==> src/rtl/bram_capture_writer_if.sv <==
// Bundle of the control, sample and BRAM port-B signals of the capture writer.
// The writer itself takes the slave view; whatever drives arm/trig/samples
// and watches the BRAM port takes the master view.
interface bram_capture_writer_if #(
    parameter int ADR_W = 11,
    parameter int DAT_W = 8
);
    logic             arm;
    logic             abort;
    logic             trig;
    logic [ADR_W-1:0] depth;
    logic             smp_valid;
    logic [DAT_W-1:0] smp_data;
    logic [ADR_W-1:0] bram_adr;
    logic [DAT_W-1:0] bram_din;
    logic             bram_en;
    logic             bram_we;
    logic             busy;
    logic             done;
    logic [ADR_W:0]   count;

    modport master (
        output arm, abort, trig, depth, smp_valid, smp_data,
        input  bram_adr, bram_din, bram_en, bram_we, busy, done, count
    );

    modport slave (
        input  arm, abort, trig, depth, smp_valid, smp_data,
        output bram_adr, bram_din, bram_en, bram_we, busy, done, count
    );
endinterface

==> src/rtl/bram_capture_writer.sv <==
// Capture writer: after an arm pulse and a fresh rising edge on trig, writes
// up to `limit` valid samples into BRAM port B at consecutive addresses from 0.
// Every accepted sample becomes a registered one-cycle write on the next clock.
module bram_capture_writer #(
    parameter int ADR_W = 11,
    parameter int DAT_W = 8
) (
    input  logic                  clk,
    input  logic                  rst,
    bram_capture_writer_if.slave  bus
);

    typedef enum logic [1:0] {
        ST_IDLE,
        ST_ARMED,
        ST_CAPTURE,
        ST_DONE
    } state_t;

    state_t           state_q, state_d;
    logic             trig_q, trig_d;
    logic [ADR_W:0]   limit_q, limit_d;
    logic [ADR_W:0]   count_q, count_d;
    logic [ADR_W-1:0] wr_ptr_q, wr_ptr_d;
    logic [ADR_W-1:0] bram_adr_q, bram_adr_d;
    logic [DAT_W-1:0] bram_din_q, bram_din_d;
    logic             bram_en_q, bram_en_d;
    logic             bram_we_q, bram_we_d;
    logic             done_q, done_d;

    logic trig_rise;
    logic full;
    logic accept;

    // A trig already high when armed has trig_q high too, so it never counts as an edge.
    assign trig_rise = bus.trig & ~trig_q;
    // count reaching the limit blocks the sample that arrives alongside the last write.
    assign full      = (count_q == limit_q);
    assign accept    = (state_q == ST_CAPTURE) && bus.smp_valid && !full && !bus.abort;

    // Next-state, capture bookkeeping and write-port staging.
    always_comb begin
        // NOTE: every signal gets a default first so no path leaves it unassigned (no latches).
        state_d    = state_q;
        trig_d     = bus.trig;
        limit_d    = limit_q;
        count_d    = count_q;
        wr_ptr_d   = wr_ptr_q;
        bram_adr_d = bram_adr_q;
        bram_din_d = bram_din_q;
        bram_en_d  = 1'b0;
        bram_we_d  = 1'b0;

        unique case (state_q)
            ST_IDLE, ST_DONE: begin
                if (bus.abort) begin
                    state_d = ST_IDLE;
                end else if (bus.arm) begin
                    state_d  = ST_ARMED;
                    count_d  = '0;
                    wr_ptr_d = '0;
                    // depth 0 stands for a full 2^ADR_W-sample buffer.
                    limit_d  = (bus.depth == '0) ? {1'b1, {ADR_W{1'b0}}}
                                                 : {1'b0, bus.depth};
                end
            end
            ST_ARMED: begin
                if (bus.abort) begin
                    state_d = ST_IDLE;
                end else if (trig_rise) begin
                    state_d = ST_CAPTURE;
                end
            end
            ST_CAPTURE: begin
                if (bus.abort) begin
                    state_d = ST_IDLE;
                end else if (full) begin
                    state_d = ST_DONE;
                end
            end
            default: state_d = ST_IDLE;
        endcase

        // The pointer wraps naturally at 2^ADR_W; that only matters when depth is 0.
        if (accept) begin
            bram_en_d  = 1'b1;
            bram_we_d  = 1'b1;
            bram_adr_d = wr_ptr_q;
            bram_din_d = bus.smp_data;
            wr_ptr_d   = wr_ptr_q + 1'b1;
            count_d    = count_q + 1'b1;
        end

        done_d = (state_d == ST_DONE);
    end

    // State and output registers with synchronous reset taking priority over everything.
    always_ff @(posedge clk) begin
        // NOTE: sequential state uses non-blocking assignments so all flops update together.
        if (rst) begin
            state_q    <= ST_IDLE;
            trig_q     <= 1'b0;
            limit_q    <= '0;
            count_q    <= '0;
            wr_ptr_q   <= '0;
            bram_adr_q <= '0;
            bram_din_q <= '0;
            bram_en_q  <= 1'b0;
            bram_we_q  <= 1'b0;
            done_q     <= 1'b0;
        end else begin
            state_q    <= state_d;
            trig_q     <= trig_d;
            limit_q    <= limit_d;
            count_q    <= count_d;
            wr_ptr_q   <= wr_ptr_d;
            bram_adr_q <= bram_adr_d;
            bram_din_q <= bram_din_d;
            bram_en_q  <= bram_en_d;
            bram_we_q  <= bram_we_d;
            done_q     <= done_d;
        end
    end

    assign bus.bram_adr = bram_adr_q;
    assign bus.bram_din = bram_din_q;
    assign bus.bram_en  = bram_en_q;
    assign bus.bram_we  = bram_we_q;
    assign bus.done     = done_q;
    assign bus.count    = count_q;
    assign bus.busy     = (state_q == ST_ARMED) || (state_q == ST_CAPTURE);

endmodule

==> src/flat_wrapper.sv <==
// flat-port wrapper written by rule: the top's interface ports become plain ports
module bram_capture_writer_flat 
#(
    parameter int ADR_W = 11,
    parameter int DAT_W = 8
)
  (clk, rst, bus_arm, bus_abort, bus_trig, bus_depth, bus_smp_valid, bus_smp_data, bus_bram_adr, bus_bram_din, bus_bram_en, bus_bram_we, bus_busy, bus_done, bus_count);
  bram_capture_writer_if #(.ADR_W(ADR_W), .DAT_W(DAT_W)) bus_i ();
  input  logic clk;
  input  logic rst;
  input wire logic [$bits(bus_i.arm)-1:0] bus_arm;
  input wire logic [$bits(bus_i.abort)-1:0] bus_abort;
  input wire logic [$bits(bus_i.trig)-1:0] bus_trig;
  input wire logic [$bits(bus_i.depth)-1:0] bus_depth;
  input wire logic [$bits(bus_i.smp_valid)-1:0] bus_smp_valid;
  input wire logic [$bits(bus_i.smp_data)-1:0] bus_smp_data;
  output wire logic [$bits(bus_i.bram_adr)-1:0] bus_bram_adr;
  output wire logic [$bits(bus_i.bram_din)-1:0] bus_bram_din;
  output wire logic [$bits(bus_i.bram_en)-1:0] bus_bram_en;
  output wire logic [$bits(bus_i.bram_we)-1:0] bus_bram_we;
  output wire logic [$bits(bus_i.busy)-1:0] bus_busy;
  output wire logic [$bits(bus_i.done)-1:0] bus_done;
  output wire logic [$bits(bus_i.count)-1:0] bus_count;
  assign bus_i.arm = bus_arm;
  assign bus_i.abort = bus_abort;
  assign bus_i.trig = bus_trig;
  assign bus_i.depth = bus_depth;
  assign bus_i.smp_valid = bus_smp_valid;
  assign bus_i.smp_data = bus_smp_data;
  assign bus_bram_adr = bus_i.bram_adr;
  assign bus_bram_din = bus_i.bram_din;
  assign bus_bram_en = bus_i.bram_en;
  assign bus_bram_we = bus_i.bram_we;
  assign bus_busy = bus_i.busy;
  assign bus_done = bus_i.done;
  assign bus_count = bus_i.count;
  bram_capture_writer #(.ADR_W(ADR_W), .DAT_W(DAT_W)) u_core (.clk(clk), .rst(rst), .bus(bus_i));
endmodule
==> config.mk <==
export PLATFORM = sky130hd
export DESIGN_NAME = bram_capture_writer_flat
export DESIGN_NICKNAME = d
export VERILOG_FILES = /design/src/rtl/bram_capture_writer_if.sv /design/src/rtl/bram_capture_writer.sv /design/src/flat_wrapper.sv
export SDC_FILE = /design/constraint.sdc
export NUM_CORES = 1
export LEC_CHECK = 0
export BUFFER_PORTS_ARGS = -buffer_cell sky130_fd_sc_hd__buf_2
export CAP_MARGIN = 20
export CELL_PAD_IN_SITES_DETAIL_PLACEMENT = 1
export CELL_PAD_IN_SITES_GLOBAL_PLACEMENT = 1
export CORE_UTILIZATION = 40
export DETAILED_ROUTE_END_ITERATION = 10
export HOLD_SLACK_MARGIN = 0.05
export PLACE_DENSITY = 0.85
export SYNTH_ARGS = -nofsm -noshare
export SYNTH_HDL_FRONTEND = slang
export SYNTH_SLANG_ARGS = --single-unit
==> constraint.sdc <==
create_clock -name clk -period 2.4 [get_ports clk]
set_input_delay 0.36 -clock clk [delete_from_list [all_inputs] [get_ports clk]]
set_output_delay 0.36 -clock clk [all_outputs]
set_load 0.03 [all_outputs]
---- Word-level counts from Yosys, hierarchy flattened ----
Index checks and enable logic that the tools add are counted.
word-level totals
  output and inout port bits .............. 35
  input port bits ......................... 25
  bits in registers ....................... 59
cells by class
  bitwise gates (word level) .............. 3
  add/subtract/negate cells ............... 2
  muxes and demuxes ....................... 17
  equality and inequality tests ........... 6
  reduce and logical (&&, ||, !) cells .... 13
operators with widths
  cell                                                                   number
  12-bit two-way mux                                                     5
  11-bit two-way mux                                                     4
  12-bit by 1-bit adder with 12-bit output, second input constant        1
  12-bit equality test                                                   1
  2-bit two-way mux                                                      6
  11-bit by 1-bit adder with 11-bit output, second input constant        1
  11-bit logical NOT                                                     1
  2-bit equality test, second input constant                             3
  2-bit case mux with 3 select lines                                     1
  3-bit AND reduction                                                    2
  2-bit nonzero test                                                     2
  1-bit logical AND                                                      3
  2-bit by 1-bit equality test with 1-bit output, second input constant  1
  1-bit logical NOT                                                      2
  2-bit logical NOT                                                      1
  2-bit by 1-bit != test with 1-bit output, second input constant        1
  1-bit NOT                                                              2
  2-bit OR reduction                                                     1
  1-bit AND                                                              1
  1-bit logical OR                                                       1
  1-bit two-way mux                                                      1

---- Logic depth before layout (Yosys ltp) ----
Gate-level depths: netlist (run 1).
  word-level depth ........................ 6
  depth in mapped cells ................... 8
  mapped depth without buffers ............ 7

---- Worst setup path after synthesis (run 1) ----
No wires, ideal clock.
  path type ............................... register to register
  start point ............................. register u_core.count_q[0] (netlist: u_core.bus.count[0])
  end point ............................... register u_core.count_q[10] (netlist: u_core.bus.count[10])
  stages on the path, launching flop included .. 7
  arrival time ............................ 2.032 ns
  data required time ...................... 2.330 ns
  path slack .............................. 0.298 ns
  period minus slack after synthesis ...... 2.102 ns
  cells stage by stage .................... dfxtp_1 ha_1 nand3_2 or3_4 or3_1 a211o_1 a21oi_1
between the ends
  cells in the longest elaborated chain, start to end .. 6
  elaborated cells on any way between the ends .. 10
  classes of those cells .................. add/sub (1); eq/ne (2); mux (1); reduce/logical (6)
ends and longest elaborated chain
  what                                                                                              line                        RTL
  from (decl)                                                                                       bram_capture_writer.sv:23   logic [ADR_W:0] count_q, count_d;
  from (signal assigned)                                                                            bram_capture_writer.sv:115  count_q <= count_d;
  parallel branches: the longest is 6 deep, another holds 12-bit by 1-bit adder with 12-bit output  n/a
Parallel ways; which one is timed is not known.
A chain may end at the register's enable or synchronous reset.

---- Worst setup path in the final report (run 1) ----
  start point ............................. register u_core.count_q[5] (netlist: u_core.bus.count[5])
  end point ............................... register u_core.count_q[8] (netlist: u_core.bus.count[8])
The elaborated chain is that of the path after synthesis.

==> results of run 1 <==
## cell families (layout without fill, tap and decap cells)
kind of cell,Yosys count,in the layout
compound gates,117,117
xor+xnor,13,13
buf+inv,34,93
simple gates,140,140
fa+ha+maj,4,4
flops,59,59
## worst paths after layout
kind,startpoint,end,slack (ps),depth (start not counted)
min reg2reg,u_core.limit_q[0],u_core.limit_q[0],470,2
max reg2reg,u_core.bus.count[5],u_core.bus.count[8],300,6
min,bus_smp_data[2],u_core.bus.bram_din[2],260,3
max,u_core.bus.count[5],u_core.bus.count[8],300,6
## through the flow
step	hold slack (ps)	cell area, um2
2_1_floorplan	444	2910
3_3_place_gp	454	3310
3_5_place_dp	463	3310
4_1_cts	247	3540
5_1_grt	270	3540
6_report	259	3540
## state kept, by name, indices dropped and copies added, names as in the netlist
| signal | count |
|---|---|
| u_core.wr_ptr_q | 11 |
| u_core.bus.count | 12 |
| u_core.state_q | 2 |
| u_core.limit_q | 12 |
| u_core.bus.bram_en | 1 |
| u_core.bus.bram_din | 8 |
| u_core.bus.bram_adr | 11 |
| u_core.bus.done | 1 |
| u_core.trig_q | 1 |
## cell type report
cell class | count | area, um2
multi-input combinational | 274 | 1590
inverter | 5 | 18.8
fill | 880 | 3370
sequential | 59 | 1180
tap | 96 | 120
clock buffer | 12 | 155
timing repair buffer | 72 | 405
clock inverter | 4 | 72.6
## critical path, delay by kind of cell, from the launching register on
| family | cells | cell delay, ps |
|---|---|---|
| AO/OA/AOI/OAI | 2 | 370 |
| XOR/XNOR | 1 | 130 |
| buffers and inverters | 1 | 190 |
| flip-flops | 1 | 520 |
| AND/OR/NAND/NOR | 2 | 780 |
## power groups by stage
stage	logic, uW	clock network (uW)	registers [uW]
2_1_floorplan	174	0	1030
3_3_place_gp	285	0	1030
3_5_place_dp	290	0	1030
4_1_cts	292	1070	1000
5_1_grt	318	1110	1010
6_report	293	1050	1000
## layer usage
layer | wire length (um) | track usage (%) | up-vias
met4 | 186 | 11.3 | 0
met2 | 4270 | 42.1 | 79
met3 | 385 | 4.83 | 16
met5 | 0 | 0 | -
met1 | 4100 | 32.3 | 1465
li1 | - | - | 1440
## cells in the final DEF (no fill, tap or decap), drive strengths merged, types with 2 or more instances in the layout
cell type and n:
nand2 47, a211oi 7, o21ai 25, a31o 5, o21a 5, ha 4
nand4 7, nand2b 2, clkbuf 12, nor3 7, and3 3, dfxtp 59
or3 8, xor2 13, buf 72, inv 5, o311ai 4, nand3b 2
nor4 7, nor2b 12, o211ai 18, nor2 12, nand3 29, bufinv 2
a31oi 2, a21oi 46
==> impl_metrics.json, run 1 <==
{
  "yosys.area.top_type": "dfxtp_1",
  "syn-num-nets": 396,
  "drt_iter0_drc": 137,
  "worstPathRequired_ps": 2640,
  "cts.reportedPaths.clkPinSlew_ps": 70,
  "cts_made_buffers": 9,
  "syn_area_um2": 2910,
  "cap_violations": 0,
  "p_int_uw": 1720,
  "synthFlopType": "dfxtp_1",
  "yosysWarnings": 0,
  "finalMaxSlewViolations": 0,
  "cts_sinks": 59,
  "timing.fmax_mhz": 476,
  "synth-xor-area-share_pct": 3.92,
  "clockBufferDepth": 2,
  "grt_pass1_vias": 3049,
  "seqPwrFrac_pct": 42.8,
  "ys_types": 40,
  "synth_edf_count": 0,
  "drtPass1Iterations": 4,
  "min_period_ps": 2100,
  "cellLeakagePower_uw": 0.00141,
  "grt_pass1_wl_mm": 14.9,
  "grt-ovfl-total": 0,
  "slowest_stage": "dfxtp_1",
  "synthSimpleGateAreaFrac_pct": 24.2,
  "rsz0062_at_grt": "no",
  "synthTopCellsByCount": "dfxtp_1, nand2_1, a21oi_1",
  "dieArea_um2": 7610,
  "status": "finished clean",
  "post-route-period-util_pct": 87.5,
  "synth.most_common_cell": "dfxtp_1",
  "irDropWorstVdd_v": 0.000380,
  "gp_congestion": 0.807,
  "cp-end-kind": "flop",
  "synthMuxAreaShare_pct": 0,
  "cp_cell_sequence": "xor2_1, nor4_1, and3_1, buf_12, o21ai_1, a311oi_1",
  "io_buffers": 59,
  "dp_worst_setup_slack_ps": 361,
  "drc_errors": 0,
  "coreArea_um2": 6910,
  "cts_tree": "done",
  "total_power_uw": 2350,
  "netlist_top_cells_area": "dfxtp_1, a21oi_1, nand2_1, nand3_1, o211ai_1",
  "pwr-share-comb_pct": 12.5,
  "dpl.hpwl_mm": 5.98,
  "synth_compound_area_share_pct": 24.7,
  "initial_core_util_pct": 42.1,
  "power_density_nw_per_um2": 663,
  "cp-start-kind": "flop",
  "antennaDiodeCount": 0,
  "dieWidth_um": 87.2,
  "rows": 30,
  "post-place-cells": 506,
  "synthArstFlopShare_pct": 0,
  "syn_to_final_growth_pct": 21.8,
  "insertion_delay_ps": 340,
  "synthCells": 367,
  "worst_ep_arrival_time_ps": 2340,
  "vias": 3000,
  "setup_viol": 0,
  "crit_type": "flop to flop",
  "switching_share_pct": 26.8,
  "yosysTopAreaCellShare_pct": 40.6,
  "finClkSkew_ps": 9.33,
  "p_sw_uw": 628,
  "finalSetupTns_ps": 0,
  "cp_max_fo": 28,
  "hold_violations": 0,
  "synth-seq-cells": 59,
  "antenna_found_initial": 0,
  "wl_mm": 8.94,
  "final_core_util_pct": 51.3,
  "nets": 450,
  "vias_per_cell": 5.75,
  "postSynthAreaPerCell_um2": 7.92,
  "htreeDepth": 3,
  "cts_root_buf": "clkbuf_8",
  "post_drt_wl_per_cell_um": 17.1,
  "hold_class": "input port to flop",
  "p_clk_share_pct": 44.7,
  "postCtsHoldBufs": 0,
  "die_h_um": 87.2,
  "drive_above_1_share_pct": 22.8,
  "grt_usage_pct": 25.5,
  "post_cts_buffers": 0,
  "worst_pin_slew_ps": 858,
  "setup_slack_ps": 299,
  "synth_fa_ha_area_share_pct": 1.72,
  "synth_top_family_by_area": "compound AO/OA/AOI/OAI gates",
  "synth-seq-area-share_pct": 40.6,
  "grt_max_degree": 44,
  "final_cells": 522,
  "crit_path_max_incr_delay_ps": 520,
  "ant_nets": 0,
  "cts_resized": 0,
  "max_slew_margin_pct": 42.8,
  "io-pin-count": 60
}
Note: power is estimated with default switching activity, not from simulation.
==> run 2, diff against run 1 <==
--- a/config.mk
+++ b/config.mk
@@ -12,6 +12,7 @@
 export CORE_UTILIZATION = 40
 export DETAILED_ROUTE_END_ITERATION = 10
 export HOLD_SLACK_MARGIN = 0.05
+export MAX_ROUTING_LAYER = met4
 export PLACE_DENSITY = 0.85
 export SYNTH_ARGS = -nofsm -noshare
 export SYNTH_HDL_FRONTEND = slang
==> impl_metrics.json, run 2 (synthesis gave the netlist of run 1 again) <==
{
  "status": "finished clean",
  "grt_pass1_wl_mm": 14.9,
  "r2r-end": "u_core.bus.count[10]",
  "dpl.hpwl_mm": 5.98,
  "cp-start-kind": "flop",
  "ff2ff_setup_slack_ps": 310,
  "wl_mm": 8.98,
  "cp-end-kind": "flop",
  "crit_type": "flop to flop",
  "setup_viol": 0,
  "clockBufferDepth": 2,
  "drive_above_1_share_pct": 22.8,
  "min_period_ps": 2090,
  "cts_made_buffers": 9,
  "nFillCells": 880,
  "worstPathRequired_ps": 2660,
  "post-route-period-util_pct": 87.2,
  "antenna_found_initial": 0,
  "multi_input_area_um2": 1590,
  "initial_core_util_pct": 42.1,
  "r2r_cells": 6,
  "insertion_delay_ps": 340,
  "antennaDiodeCount": 0,
  "coreArea_um2": 6910,
  "cts_tree": "done",
  "final_cells": 522,
  "cts_resized": 0,
  "timing.rr.start": "u_core.bus.count[0]",
  "nets": 450,
  "cp_max_fo": 6,
  "final_cell_mix": "buf_2, dfxtp_1, nand2_1",
  "max_slew_margin_pct": 41.5,
  "htreeDepth": 3,
  "finalMaxSlewViolations": 0,
  "rsz0062_at_grt": "no",
  "cts.reportedPaths.clkPinSlew_ps": 70,
  "dieWidth_um": 87.2,
  "drt_iter0_drc": 140,
  "postCtsHoldBufs": 0,
  "cts_sinks": 59,
  "post_drt_wl_per_cell_um": 17.2,
  "rows": 30,
  "drtPass1Iterations": 4,
  "post-place-cells": 506,
  "regArea_um2": 1180,
  "timing.fmax_mhz": 478,
  "power_density_nw_per_um2": 664,
  "worst_pin_slew_ps": 877,
  "cap_violations": 0,
  "finClkSkew_ps": 7.83,
  "drc_errors": 0,
  "finalSetupTns_ps": 0,
  "grt_usage_pct": 26.3,
  "vias_per_cell": 5.75,
  "cellLeakagePower_uw": 0.00141,
  "gp_congestion": 0.819,
  "hold_violations": 0,
  "die_h_um": 87.2,
  "grt_pass1_vias": 3055,
  "dieArea_um2": 7610,
  "cts_root_buf": "clkbuf_8",
  "total_power_uw": 2350,
  "critPathLaunch": "u_core.bus.count[0]",
  "ant_nets": 0,
  "syn_to_final_growth_pct": 21.8,
  "worst_ep_arrival_time_ps": 2360,
  "hold_class": "input port to flop",
  "grt-ovfl-total": 0,
  "vias": 2999,
  "grt_max_degree": 44,
  "crit_end": "u_core.bus.count[10]",
  "irDropWorstVdd_v": 0.000385,
  "io_buffers": 59,
  "post_cts_buffers": 0,
  "io-pin-count": 60
}
-- run 2: cell counts in the layout (fill, tap and decap cells not counted) --
No cell type changed its count.
-- run 2: per-layer routing --
layer	vias up	global-route usage (%)	share of wire, %
met5	-	-	0
met4	0	11.3	1.8
met3	14	4.83	4.4
met2	80	42.0	48
met1	1463	32.4	46
li1	1442	-	-
-- run 2: report_power, final --
part / switching (uW) / leakage, uW / internal (uW)
clock: 412 / 0.000113 / 640
sequential: 11.2 / 0.000477 / 993
combinational: 206 / 0.000823 / 86.0
total: 630 / 0.00141 / 1720
-- run 2: how the worst min path moves through the flow --
stage	startpoint	to	slack (ps)	cells after the start
after detailed placement	u_core.limit_q[5]	u_core.limit_q[5]	460	2
after global routing	bus_smp_data[1]	u_core.bus.bram_din[1]	270	3
after floorplan	u_core.limit_q[11]	u_core.limit_q[11]	440	2
after global placement	u_core.limit_q[5]	u_core.limit_q[5]	450	2
after CTS	bus_depth[1]	u_core.limit_q[1]	250	3
final	bus_smp_data[2]	u_core.bus.bram_din[2]	260	3
-- run 2: cell type report --
cell class	instances	share of cell area [%]
tap	96	3.39
sequential	59	33.4
clock inverter	4	2.05
inverter	5	0.530
clock buffer	12	4.38
multi-input combinational	274	44.8
timing repair buffer	72	11.4
-- run 2: through the flow --
stage	hold WS [ps]	setup slack (ps)	util [%]	instance area [um2]
after floorplan	444	298	-	2910
after global placement	454	449	48.0	3310
after detailed placement	463	361	48.0	3310
after CTS	247	306	51.3	3540
after global routing	270	140	51.3	3540
final	262	307	51.3	3540
-- run 2: worst max-delay path, stage by stage, from the launching register on --
cell     delay, ps
dfxtp_1        440
ha_1           260
nand3_2        140
or3_4          420
or3_1          330
a211o_1        310
a21oi_1        130
